$ cat src/rtl/piso_stuff_serializer_if.sv
// Transmit bit-path bus between the packet framer / bit-rate strobe source
// (master) and the stuffing serializer (slave).
interface piso_stuff_serializer_if #(
  parameter int WIDTH = 8
);
  // framer -> serializer
  logic             shift_enable;
  logic             load;
  logic [WIDTH-1:0] data_in;
  logic             run_clr;
  // serializer -> framer / NRZI encoder
  logic             ready;
  logic             serial_out;
  logic             stuff_bit;
  logic             busy;
  logic             done;

  modport master (
    output shift_enable, load, data_in, run_clr,
    input  ready, serial_out, stuff_bit, busy, done
  );

  modport slave (
    input  shift_enable, load, data_in, run_clr,
    output ready, serial_out, stuff_bit, busy, done
  );
endinterface

$ cat src/rtl/piso_stuff_serializer.sv
// Parallel-in/serial-out USB transmit serializer with bit stuffing.
// A word is latched on load && ready and sent one bit per shift_enable
// strobe, LSB- or MSB-first. With stuffing enabled, a zero is inserted after
// STUFF_RUN consecutive data ones; the run count survives word boundaries
// and idle gaps so stuffing stays correct across a multi-word packet.
// WIDTH must be >= 2, STUFF_RUN must be >= 1.
module piso_stuff_serializer #(
  parameter int   WIDTH      = 8,
  parameter int   LSB_FIRST  = 1,
  parameter int   STUFF_EN   = 1,
  parameter int   STUFF_RUN  = 6,
  parameter logic IDLE_LEVEL = 1'b1
) (
  input logic                      clk,
  input logic                      nRST,
  piso_stuff_serializer_if.slave   bus
);

  localparam int BW = $clog2(WIDTH);
  localparam int OW = $clog2(STUFF_RUN + 1);

  // IDLE: busy=0; DATA: busy, no stuff pending; STUFF: busy, stuff pending
  typedef enum logic [1:0] {IDLE, DATA, STUFF} state_t;

  state_t           state, state_nxt;
  logic [WIDTH-1:0] sreg, sreg_nxt, sreg_shift;
  logic [BW-1:0]    bit_cnt, bit_cnt_nxt;
  logic [OW-1:0]    ones_cnt, ones_nxt, ones_sat, ones_upd;
  logic             done_r, done_nxt;

  logic cur_bit;    // data bit currently at the output end of sreg
  logic last_bit;   // cur_bit is the final data bit of the word
  logic tail;       // in STUFF: every data bit already consumed
  logic stuff_hit;  // this data shift completes a run of STUFF_RUN ones

  assign cur_bit    = (LSB_FIRST != 0) ? sreg[0] : sreg[WIDTH-1];
  assign sreg_shift = (LSB_FIRST != 0) ? {1'b0, sreg[WIDTH-1:1]}
                                       : {sreg[WIDTH-2:0], 1'b0};
  assign last_bit   = (bit_cnt == BW'(WIDTH - 1));
  // bit_cnt is zeroed when the last data bit goes out, and a mid-word stuff
  // always follows at least one data bit, so zero in STUFF marks the tail.
  assign tail       = (bit_cnt == '0);

  // Saturate so a long run with stuffing disabled cannot wrap the counter.
  assign ones_sat  = (ones_cnt == OW'(STUFF_RUN)) ? ones_cnt : ones_cnt + 1'b1;
  assign ones_upd  = cur_bit ? ones_sat : '0;
  assign stuff_hit = (STUFF_EN != 0) && !bus.run_clr &&
                     (ones_upd == OW'(STUFF_RUN));

  // State register
  always_ff @(posedge clk or negedge nRST) begin
    if (!nRST) begin
      state  <= IDLE;
      done_r <= 1'b0;
    end else begin
      state  <= state_nxt;
      done_r <= done_nxt;
    end
  end

  // Next-state decode; done fires on every busy -> IDLE transition
  always_comb begin
    state_nxt = state;
    done_nxt  = 1'b0;
    unique case (state)
      IDLE: begin
        if (bus.load) state_nxt = DATA;
      end
      DATA: begin
        if (bus.shift_enable) begin
          if (stuff_hit) begin
            state_nxt = STUFF;
          end else if (last_bit) begin
            state_nxt = IDLE;
            done_nxt  = 1'b1;
          end
        end
      end
      STUFF: begin
        // run_clr drops the pending stuff bit just as consuming it would
        if (bus.shift_enable || bus.run_clr) begin
          if (tail) begin
            state_nxt = IDLE;
            done_nxt  = 1'b1;
          end else begin
            state_nxt = DATA;
          end
        end
      end
      default: state_nxt = IDLE;
    endcase
  end

  // Output decode from registered state
  always_comb begin
    bus.busy      = (state != IDLE);
    bus.ready     = (state == IDLE);
    bus.stuff_bit = (state == STUFF);
    bus.done      = done_r;
    unique case (state)
      DATA:    bus.serial_out = cur_bit;
      STUFF:   bus.serial_out = 1'b0;
      default: bus.serial_out = IDLE_LEVEL;
    endcase
  end

  // Datapath next values: word load, shifting, bit and ones-run counting
  always_comb begin
    sreg_nxt    = sreg;
    bit_cnt_nxt = bit_cnt;
    ones_nxt    = ones_cnt;
    unique case (state)
      IDLE: begin
        if (bus.load) begin
          sreg_nxt    = bus.data_in;
          bit_cnt_nxt = '0;
        end
      end
      DATA: begin
        if (bus.shift_enable) begin
          sreg_nxt    = sreg_shift;
          bit_cnt_nxt = last_bit ? '0 : bit_cnt + 1'b1;
          ones_nxt    = ones_upd;
        end
      end
      STUFF: begin
        if (bus.shift_enable) ones_nxt = '0;
      end
      default: ;
    endcase
    // run_clr wins over any run update in the same cycle
    if (bus.run_clr) ones_nxt = '0;
  end

  // Datapath registers
  always_ff @(posedge clk or negedge nRST) begin
    if (!nRST) begin
      sreg     <= '0;
      bit_cnt  <= '0;
      ones_cnt <= '0;
    end else begin
      sreg     <= sreg_nxt;
      bit_cnt  <= bit_cnt_nxt;
      ones_cnt <= ones_nxt;
    end
  end

endmodule

$ cat src/flat_wrapper.sv
// flat-port wrapper written by rule: the top's interface ports become plain ports
module piso_stuff_serializer_flat 
#(
  parameter int   WIDTH      = 8,
  parameter int   LSB_FIRST  = 1,
  parameter int   STUFF_EN   = 1,
  parameter int   STUFF_RUN  = 6,
  parameter logic IDLE_LEVEL = 1'b1
)
  (clk, nRST, bus_shift_enable, bus_load, bus_data_in, bus_run_clr, bus_ready, bus_serial_out, bus_stuff_bit, bus_busy, bus_done);
  piso_stuff_serializer_if #(.WIDTH(WIDTH)) bus_i ();
  input logic clk;
  input logic nRST;
  input wire logic [$bits(bus_i.shift_enable)-1:0] bus_shift_enable;
  input wire logic [$bits(bus_i.load)-1:0] bus_load;
  input wire logic [$bits(bus_i.data_in)-1:0] bus_data_in;
  input wire logic [$bits(bus_i.run_clr)-1:0] bus_run_clr;
  output wire logic [$bits(bus_i.ready)-1:0] bus_ready;
  output wire logic [$bits(bus_i.serial_out)-1:0] bus_serial_out;
  output wire logic [$bits(bus_i.stuff_bit)-1:0] bus_stuff_bit;
  output wire logic [$bits(bus_i.busy)-1:0] bus_busy;
  output wire logic [$bits(bus_i.done)-1:0] bus_done;
  assign bus_i.shift_enable = bus_shift_enable;
  assign bus_i.load = bus_load;
  assign bus_i.data_in = bus_data_in;
  assign bus_i.run_clr = bus_run_clr;
  assign bus_ready = bus_i.ready;
  assign bus_serial_out = bus_i.serial_out;
  assign bus_stuff_bit = bus_i.stuff_bit;
  assign bus_busy = bus_i.busy;
  assign bus_done = bus_i.done;
  piso_stuff_serializer #(.WIDTH(WIDTH), .LSB_FIRST(LSB_FIRST), .STUFF_EN(STUFF_EN), .STUFF_RUN(STUFF_RUN), .IDLE_LEVEL(IDLE_LEVEL)) u_core (.clk(clk), .nRST(nRST), .bus(bus_i));
endmodule
$ cat config.mk
export PLATFORM = sky130hd
export DESIGN_NAME = piso_stuff_serializer_flat
export DESIGN_NICKNAME = d
export VERILOG_FILES = /design/src/rtl/piso_stuff_serializer_if.sv /design/src/rtl/piso_stuff_serializer.sv /design/src/flat_wrapper.sv
export SDC_FILE = /design/constraint.sdc
export NUM_CORES = 1
export LEC_CHECK = 0
export ABC_AREA = 1
export CORE_ASPECT_RATIO = 2
export CORE_MARGIN = 2
export CORE_UTILIZATION = 35
export DETAILED_ROUTE_END_ITERATION = 16
export PLACE_DENSITY = 0.68
export SETUP_SLACK_MARGIN = 0.3
export SLEW_MARGIN = 0
export SYNTH_ARGS = -nofsm -noshare
export SYNTH_HDL_FRONTEND = slang
export SYNTH_SLANG_ARGS = --single-unit
$ cat constraint.sdc
create_clock -name clk -period 3.7 [get_ports clk]
set_input_delay 0.925 -clock clk [delete_from_list [all_inputs] [get_ports clk]]
set_output_delay 0.925 -clock clk [all_outputs]
set_load 0.05 [all_outputs]
Word level (Yosys, flattened, before mapping). Index checks and enable logic that the tools add are counted.

Add/sub/neg operators: 2. Equality and inequality tests: 11. Muxes and demuxes: 27. Reduce and logical (&&, ||, !) cells: 11.

Operator list (count): $mux 3 (8); $mux 8 (2); $pmux 8 s2 (1); $pmux 3 s2 (2); $mux 2 (5); $eq 3x3->1 const B (3); $add 3x1->3 const B (2); $mux 1 (6); $ne 3x3->1 const B (2); $pmux 2 s3 (1); $reduce_and 3->1 (2); $ne 2x2->1 const B (2); $pmux 1 s2 (2); $reduce_and 4->1 (1); $reduce_bool 2->1 (2); $logic_not 3->1 (1); $ne 3x1->1 const B (1); $reduce_bool 3->1 (1); $eq 2x1->1 const B (1); $eq 2x2->1 const B (1); $logic_not 2->1 (1); $ne 2x1->1 const B (1); $logic_and 1x1->1 (1); $logic_not 1->1 (1); $logic_or 1x1->1 (1).

Bits in registers: 17. Output and inout bits: 5. Word-level logic and storage cells: 56.

Depth between registers and ports, before layout.
Depth in word-level cells: 8. Depth in mapped cells: 10. Gate-level depth less buffers: 10.

Worst setup path before layout. Ideal clock, no wire load.

Path kind: register -> output. From: register u_core.state[0]. To: output bus_serial_out. Data arrival time: 2037 ps. Required time: 2775 ps. Path slack: 738 ps. Stages on the path, launching flop included: 4. Cell sequence: dfrtp_1 > inv_1 > ha_1 > o21ai_0.

Cells in the longest elaborated chain, start to end: 2. Elaborated cells between the ends (all ways): 3. Classes of those cells: eq/ne: 2; mux: 1.

RTL lines: start: declaration (RTL line piso_stuff_serializer.sv:25) `state_t state, state_nxt;`; start signal: assignment (RTL line piso_stuff_serializer.sv:56) `state <= state_nxt;`; $eq 2x2->1; via bus_stuff_bit (RTL line flat_wrapper.sv:20) `output wire logic [$bits(bus_i.stuff_bit)-1:0] bus_stuff_bit;`; $pmux 1 s2 (RTL line piso_stuff_serializer.sv:100) `unique case (state)`; end: declaration (RTL line flat_wrapper.sv:19) `output wire logic [$bits(bus_i.serial_out)-1:0] bus_serial_out;`.

The timed path passes the listed nets, and every way through them passes these cells.

Worst setup path after layout.
From: register u_core.state[1]. To: output bus_serial_out.

Cells in the longest elaborated chain, start to end: 2. Elaborated cells between the ends (all ways): 3. Classes of those cells: eq/ne: 2; mux: 1.

RTL lines (RTL line): $eq 2x2->1 or $eq 2x1->1 (tied branches) (piso_stuff_serializer.sv:100); $pmux 1 s2 (*) (piso_stuff_serializer.sv:100).

Mark *: on every way between the ends. The rest lies on a longest branch, timed or not.

==> results list <==
* Port buffer count: 17
- The final layout contains routed wiring with a total length of 2.06 mm.
- Relative to the synthesized area, the layout overhead comes to 21.1%.
- Number of instances in the synthesized netlist: 128
- After detailed placement, the design holds a cell count of 172.
- Clock latency on the worst-skew pair: 0.25 ns
- Horiz. Die Dim: 43.2 um
- Area share of the largest cell type after synthesis: 39.6%
* Count of buffers added by post-CTS timing repair for setup: 0
* Path class of the lowest-slack min-delay path: reg -> reg
* Dominant synthesized flop cell: dfrtp_1
- Initial antenna violation count: 0
- Via count of the first global-routing pass: 857
- Registers take 425 um^2.
- Area taken by multi-input logic gates: 547 um^2
- Number of non-filler instances in the completed layout: 176
- Worst path top cell family by delay: buffers and inverters
- The tree built by TritonCTS fans out to 17 sinks.
- In this run the number of H-tree levels came out at 1.
- Based on the critical path, the design can be clocked at up to 333 MHz.
- Placement Setup Slack: 0.959 ns
- The die covers 3550 um^2.
* Power density over the cells: 707 nW/um^2
- Clock transition at the register clock pins on the worst setup and hold paths after CTS: 0.07 ns
* Count of nets after finishing: 169
- After global routing the overflow that remains totals 0.
- Total of cells resized after clock tree synthesis: 0
* DRC violations left: 0
* CTS tree: done
- The initial utilization of the core area, before any placement, comes to 36.5%.
- The worst path uses 81.3% of the clock period.
- The count of pins over their slew limit came to 0.
- The initialized floorplan defines 28 standard-cell rows.
- After layout, the worst setup slack is 0.693 ns.
* Ordered cell list for the critical path: inv_1 -> ha_1 -> nand2_1 -> o21ai_0 -> clkdlybuf4s50_1
- Startpoint kind of the worst setup timing path: register
- Distinct cells, synth: 20
- Floorplan die height: 82.3 um
* Endpoint kind of the worst setup timing path: output pin
- Detailed placement finished with a half-perimeter wire length of 1.65 mm.
- Setup violations remaining at the end of the flow were counted as 0.
* Slew at the pin closest to its max-slew limit: 0.785 ns
- The number of failing hold endpoints at the final stage came to 0.
* First-pass GRT wire length: 3.53 mm
* Number of buffers added by the clock tree synthesis step: 3
* Number of buffers on the longest clock path: 2
- # hold bufs at CTS: 0
- For this run, the number of Yosys warnings is 0.
- Sequential elements use 39.6% of the synthesized area.
- The largest individual stage delay along the critical path comes from the cell clkdlybuf4s50_1.
- Counting the fill cells in the layout gives 299.
- For this design the static power due to leakage is 0.618 nW.
- Global placement routability congestion: 0.806
* Nets in the synthesized netlist: 150
- Run status: completed
* Sum Neg Setup Slack: 0 ns
- Entering global routing, the biggest net connects 23 pins.
* Crit path time final: 3.01 ns
- Critical-path maximum fanout: 7
* # Max-Cap Violations: 0
* Dominant cells by area after synthesis: dfrtp_1 (40%), ha_1 (10%), nand2_1 (10%), o21ai_2 (9.0%), inv_1 (6.3%)
* Setup repair after global routing missed its margin: no
- After detailed routing, the average wire length per cell comes to 11.7 um.
* Number of antenna diodes: 0
- Fraction of final layout cells with drive strength greater than 1: 13.7%
* CP peak stage delay: 0.83 ns
- Across the VDD grid, the largest voltage drop is 0.407 mV.
* Crit path kind: reg -> out
* Cell taking the most area after synthesis: dfrtp_1
- EDFF count, synth: 0
- In the global route stage, overall resource usage came out at 13.4%.
* Clk root buf: clkbuf_8
- By count the netlist is led by nand2_1 (29), inv_1 (18), dfrtp_1 (17).
- Average cell area after synthesis: 8.39 um^2
- Per-cell via count in the routed design: 5.12
- Pin placement for this block handled 18 I/O pins.
* Count of buffering cells on the critical path with inverters included: 2
- Worst Path Required: 2.77 ns
- The total area inside the core boundary comes to 2940 um^2.
- The pre-antenna-repair detailed-routing pass consisted of 3 iterations.
- Most instantiated library cell after synthesis: nand2_1
- Clock skew on the completed layout was measured at 0.00214 ns.
* Violation count after the first detailed-route iteration: 12
- Worst slew margin relative to its limit: 47.5%
* CP arrival: 2.08 ns
* Flip-flop and latch count after synthesis: 17
- Post-Synthesis Cell Area: 1070 um^2
- Antenna violation net count after detailed routing: 0
* Via count: 901
* Share of synthesized registers carrying an async set or reset: 100%
-- kinds of logic after synthesis --
| family | Yosys count | share of synthesized area [%] |
|---|---|---|
| adder cells (fa/ha/maj) | 9 | 10.5 |
| AO/OA/AOI/OAI | 28 | 19.9 |
| buffers and inverters | 22 | 9.44 |
| flip-flops | 17 | 39.6 |
| AND/OR/NAND/NOR | 52 | 20.5 |
-- power breakdown --
group / internal, mW / leakage, nW / switching, mW / total, mW
Clock: 0.0748 / 0.0255 / 0.0644 / 0.139
Sequential: 0.249 / 0.222 / 0.0314 / 0.280
Combinational: 0.172 / 0.370 / 0.327 / 0.499
Total: 0.496 / 0.618 / 0.423 / 0.919
-- final timing paths --
| path | startpoint | to | slack (ns) | depth (start not counted) |
|---|---|---|---|---|
| max | u_core.state[1] | bus_serial_out | 0.69 | 5 |
| min | u_core.sreg[1] | u_core.sreg[1] | 0.52 | 2 |
| max reg2reg | u_core.state[1] | u_core.bit_cnt[1] | 1.75 | 7 |
| min reg2reg | u_core.sreg[1] | u_core.sreg[1] | 0.52 | 2 |
| max in group asynchronous | nRST | u_core.sreg[1] | 2.08 | 1 |
| min in group asynchronous | nRST | u_core.ones_cnt[2] | 1.13 | 1 |
-- placed cells by master (no fill, tap or decap) --
| cell type | n |
|---|---|
| ha_1 | 9 |
| inv_4 | 1 |
| a21oi_1 | 1 |
| a21oi_4 | 1 |
| clkdlybuf4s50_1 | 17 |
| o21ai_0 | 11 |
| o22ai_1 | 1 |
| nand2_1 | 29 |
| and3_1 | 1 |
| o21ai_2 | 11 |
| clkinv_2 | 1 |
| nand4_1 | 1 |
| or2_2 | 2 |
| o22ai_4 | 1 |
| o31ai_1 | 1 |
| dfrtp_1 | 17 |
| nand3_1 | 12 |
| a21boi_0 | 1 |
| nor2_1 | 7 |
| clkbuf_8 | 3 |
| inv_1 | 18 |
-- cell type report --
cell class	instances	share of cell area, %
Clock buffer	3	3.18
Clock inverter	1	0.385
Inverter	19	5.68
Multi-Input combinational cell	89	42.1
Sequential cell	17	32.7
Tap cell	30	2.89
Timing Repair Buffer	17	13.1
-- routing by layer --
metal	global-route usage [%]	routed length (um)	part of all wire [%]
met5	0	0	0
met2	23.4	1060	51
met1	13.5	798	39
met3	1.96	81	3.9
met4	10.9	123	6.0
-- state kept, by name (all words and copies together), names as in the netlist --
name and flops:
u_core.ones_cnt 3, u_core.state 2, u_core.bit_cnt 3, u_core.bus.done 1
u_core.sreg 8
-- worst reg2reg max path: stages (launching register included) --
cell     delay, ns
dfrtp_1       0.39
inv_1         0.08
ha_1          0.29
inv_4         0.21
o22ai_4       0.11
a21oi_4       0.54
nand3_1       0.18
o21ai_2       0.09
-- metrics by stage --
step | cell area [um^2] | util (%) | total power, mW | hold slack (ns)
2_1_floorplan | 1070 | - | 0.702 | 0.488
3_3_place_gp | 1250 | 42.6 | 0.772 | 0.502
3_5_place_dp | 1250 | 42.6 | 0.791 | 0.506
4_1_cts | 1300 | 44.2 | 0.935 | 0.523
5_1_grt | 1300 | 44.2 | 1.01 | 0.548
6_report | 1300 | 44.2 | 0.919 | 0.516
No activity file was read; power rests on OpenSTA's default activity.
==> patch 1: new RTL, same settings <==
`IDLE_LEVEL` is set to 1'b1 in 2 places; all go to 1'b0.
--- a/src/rtl/piso_stuff_serializer.sv
+++ b/src/rtl/piso_stuff_serializer.sv
@@ -9,7 +9,7 @@
   parameter int   LSB_FIRST  = 1,
   parameter int   STUFF_EN   = 1,
   parameter int   STUFF_RUN  = 6,
-  parameter logic IDLE_LEVEL = 1'b1
+  parameter logic IDLE_LEVEL = 1'b0
 ) (
   input logic                      clk,
   input logic                      nRST,
--- a/src/flat_wrapper.sv
+++ b/src/flat_wrapper.sv
@@ -5,7 +5,7 @@
   parameter int   LSB_FIRST  = 1,
   parameter int   STUFF_EN   = 1,
   parameter int   STUFF_RUN  = 6,
-  parameter logic IDLE_LEVEL = 1'b1
+  parameter logic IDLE_LEVEL = 1'b0
 )
   (clk, nRST, bus_shift_enable, bus_load, bus_data_in, bus_run_clr, bus_ready, bus_serial_out, bus_stuff_bit, bus_busy, bus_done);
   piso_stuff_serializer_if #(.WIDTH(WIDTH)) bus_i ();
Function: changed (Yosys sat finds a counterexample within 4 cycles, from zero or initial values and one cycle with nRST low).
==> patch 1 against the original RTL <==
- power down 9.2%
- wire length down 1.6%
- core utilization increased by 0.59 points
- global-route usage hardly changed
- worst setup slack better by 0.090 ns
- sequential cell count stayed put
- final cell count decreased by 1.7%
- synthesized area is 4.4% lower
- final area decreased by 4.6%
- fmax up 3.1%
- synthesized cell count down 0.78%
- critical path type unchanged
- critical endpoint unchanged
- highest routed layer unchanged
==> patch 1: results (changes against the original RTL) <==
- Status: complete, no violations
- Post-synthesis mux area share: 0% (unchanged)
- WL/cell: 11.74 um (+0.16%)
- Final wirelength: 2031 um (-1.6%)
- Worst slack, placed: 1.055 ns (+0.09671 ns)
- R2R depth: 7 (unchanged)
- Final GP Congestion: 0.7771 (-3.6%)
- Complex-gate fraction of the synthesized area: 17.07% (-2.9 points)
- Multi-input combinational cell area: 480.5 um^2 (-12%)
- Hold Crit Start: u_core.sreg[7]
- Reg clk slew, reported paths: 0.06 ns
- Nonclk inv count: 22 (+3)
- Cell count after synthesis: 127 (-0.78%)
- Worst Hold Slack: 0.5161 ns (-0.0001270 ns)
- Synth Area in Adders: 10.98% (+0.49 points)
- Pwr/cell area: 673.3 nW/um^2 (-4.8%)
- Post-Route Skew: 0.003967 ns (+0.001826 ns)
- Crit path DAT: 1.99 ns (-0.09 ns)
- Cell leakage power: 0.5944 nW (-3.8%)
- Vias in the first global route: 833 (-2.8%)
- DR pass1 iterations: 4 (+1)
- FMAX: 0.3429 GHz (+3.1%)
- Post-DP Area: 1195 um^2 (-4.7%)
- Net Count, Synth: 149 (-0.67%)
- Seq/Total Area, Yosys: 41.46% (+1.8 points)
- Share of layout cells above drive strength 1: 5.556% (-8.1 points)
- Signal buf overhead: 13.72% (+0.63 points)
- First-pass GRT wire length: 3436 um (-2.7%)
- GR Util met1: 11.67% (-1.9 points)
- Met3 wire len: 46 um (-43%)
- Vias per Instance: 5.069 (-0.98%)
- CP peak stage delay: 0.79 ns (-0.04 ns)
- Worst-path maximum fanout: 6 (-1)
- Final HPWL DP: 1638 um (-0.82%)
- Hold EP: u_core.sreg[7]
- Worst Tran Pin Value: 0.7553 ns (-0.02930 ns)
- DR WL met2: 1172 um (+11%)
- Met3 Use GR: 2.247% (+0.29 points)
- Count of multi-input gates: 84 (-5.6%)
- Non-clock buffer count: 17 (unchanged)
- Fin util: 44.76% (+0.59 points)
- Top post-synthesis cells by count: 29 x nand2_1, 20 x inv_1, 17 x dfrtp_1, 11 x o21ai_1
- # fillers: 288 (-3.7%)
- VDD IR max: 344.4 uV (-15%)
- Initial DRC Count: 23 (+11)
- Largest cells by area after synthesis: dfrtp_1 41%, ha_1 11%, nand2_1 11%, inv_1 7.3%, o21ai_1 5.4%
[patch 1: cell types whose count changed in the layout (fill, tap and decap cells not counted), sizes merged]
| cell | unedited run | this run |
|---|---|---|
| or2 | 2 | 0 |
| inv | 19 | 22 |
| a31oi | 0 | 1 |
| clkbuf | 3 | 4 |
| o22ai | 2 | 3 |
| o21ai | 22 | 19 |
| o32ai | 0 | 1 |
| a21oi | 2 | 3 |
| nand3 | 12 | 9 |
| o31ai | 1 | 0 |
| clkinv | 1 | 0 |
[patch 1: power breakdown]
| group | leakage, nW | internal (mW) | switching (mW) | total (mW) |
|---|---|---|---|---|
| Sequential | 0.223 | 0.247 | 0.0309 | 0.278 |
| Combinational | 0.349 | 0.140 | 0.279 | 0.420 |
| Clock | 0.0228 | 0.0764 | 0.0608 | 0.137 |
[patch 1: tightest hold or removal path: stages (launching register included)]
cell,delay [ns]
dfrtp_1,0.32
inv_1,0.04
o21ai_1,0.11
==> patch 2: new RTL, same settings <==
Made on the original files. Re-encode `state_t` (3 states) as one-hot, 3 bits wide.
--- a/src/rtl/piso_stuff_serializer.sv
+++ b/src/rtl/piso_stuff_serializer.sv
@@ -20,7 +20,7 @@
   localparam int OW = $clog2(STUFF_RUN + 1);
 
   // IDLE: busy=0; DATA: busy, no stuff pending; STUFF: busy, stuff pending
-  typedef enum logic [1:0] {IDLE, DATA, STUFF} state_t;
+  typedef enum logic [2:0] {IDLE = 3'b001, DATA = 3'b010, STUFF = 3'b100} state_t;
 
   state_t           state, state_nxt;
   logic [WIDTH-1:0] sreg, sreg_nxt, sreg_shift;
Function: no difference found for any inputs over 10 cycles, from zero or initial values and one cycle with nRST low; not proved beyond that.
==> patch 2 against the original RTL <==
- final area down 1.1%
- sequential share of layout area increased by 2.4 points
- worst setup slack got worse by 0.19 ns
- clock power rose by 17%
- worst hold slack better by 0.0018 ns
- power decreased by 2.3%
- wire length up 0.87%
- non-clock buffer count did not move
- synthesized area decreased by 1.9%
- combinational power is 13% lower
- sequential cell count increased by 1
- global-route usage grew 0.64 points
- critical path type unchanged
- critical endpoint unchanged
==> patch 2: results (changes against the original RTL) <==
- Initial DRC Count: 11 (-1)
- YS warnings: 0 (unchanged)
- Top post-synthesis cells by count: 36 x nand2_1, 21 x inv_1, 20 x o21ai_0, 17 x dfrtp_1, 10 x nand3_1
- VDD IR max: 265.0 uV (-35%)
- Worst skew pair latency: 0.25 ns (about the same)
- # fillers: 281 (-6.0%)
- Share of layout cells above drive strength 1: 7.843% (-5.9 points)
- Reg clk slew, reported paths: 0.07 ns (about the same)
- # Post-CTS Setup Buffers: 0 (unchanged)
- Net Count, Synth: 154 (+2.7%)
- Post-Route Skew: 0.002379 ns (+0.0002377 ns)
- WL/cell: 11.37 um (-3.0%)
- DR pass1 iterations: 4 (+1)
- First-pass GRT wire length: 3698 um (+4.7%)
- Cell leakage power: 0.6258 nW (+1.3%)
- Crit path DAT: 2.27 ns (+0.19 ns)
- Largest cells by area after synthesis: dfrtp_1 40%, nand2_1 13%, o21ai_0 9.5%, inv_1 7.5%, ha_1 5.9%
- Vias per Instance: 4.945 (-3.4%)
- Vias in the first global route: 898 (+4.8%)
- Final GP Congestion: 0.8428 (+4.6%)
- Worst slack, placed: 0.7871 ns (-0.1716 ns)
- Buffers added on ports: 17 (unchanged)
- Largest net degree at the start of global routing: 23 (unchanged)
- Seq/Total Area, Yosys: 42.87% (+3.2 points)
- Gr usage total: 14.00% (+0.64 points)
- Final HPWL DP: 1645 um (-0.39%)
- Top reg by flops: u_core.sreg
- Status: complete, no violations
- Hold depth: 2 (unchanged)
- Worst Tran Pin Value: 0.8153 ns (+0.03061 ns)
- Max Root-Sink Buffers: 2 (unchanged)
- Nets: 172 (+1.8%)
- Count of different cell masters after synthesis: 21 (+5.0%)
- Worst-path maximum fanout: 22 (+15)
- Max reg flops: 8 (unchanged)
patch 2: final timing paths:
kind | slack, ns | end | from
max | 0.51 | bus_serial_out | u_core.state[0]
min | 0.52 | u_core.sreg[7] | u_core.sreg[7]
max reg2reg | 1.89 | u_core.bit_cnt[0] | u_core.state[0]
min reg2reg | 0.52 | u_core.sreg[7] | u_core.sreg[7]
max in group asynchronous | 2.06 | u_core.sreg[6] | nRST
min in group asynchronous | 1.14 | u_core.ones_cnt[1] | nRST
patch 2: metrics by stage:
step	cell area (um^2)	util, %	power (mW)	std cells	hold slack, ns
floorplan	1054	-	0.6601	136	0.4822
global route	1286	44.23	0.9802	183	0.5522
detailed placement	1231	42.34	0.7455	179	0.5077
global placement	1231	42.34	0.7263	179	0.5023
finish	1286	44.23	0.8975	183	0.5181
CTS	1286	44.23	0.9099	183	0.5259
patch 2: where the power goes:
part           internal, mW  switching, mW  leakage [nW]
Clock                0.0946         0.0678        0.0288
Sequential            0.267         0.0322         0.233
Combinational         0.140          0.296         0.364
Total                 0.502          0.396         0.626
patch 2: logic make-up after synthesis:
| logic type | Yosys count | synth area share [%] |
|---|---|---|
| adder cells (fa/ha/maj) | 5 | 5.938 |
| flip-flops | 18 | 42.87 |
| buffers and inverters | 26 | 10.69 |
| AND/OR/NAND/NOR | 60 | 26.25 |
| AO/OA/AOI/OAI | 27 | 14.25 |
patch 2: worst max-delay path: cells and delay by family, from the launching register on:
kind                   cells  cell delay, ns
buffers and inverters      2            0.93
flip-flops                 1            0.53
AND/OR/NAND/NOR            2            0.45
AO/OA/AOI/OAI              1            0.10
patch 2: layer usage:
metal  share of wire [%]  GRT usage (%)  wire [um]
met1                  40          13.64        839
met3                 2.6          1.978         54
met4                 2.5          7.500         51
met2                  55          27.12       1136
met5                   0              0          0
patch 2: final cells by class:
cell class / instances / area share, %
inverter: 22 / 6.420
timing repair buffer: 17 / 13.23
tap: 30 / 2.918
clock buffer: 4 / 4.280
multi-input combinational: 92 / 38.04
sequential: 18 / 35.12
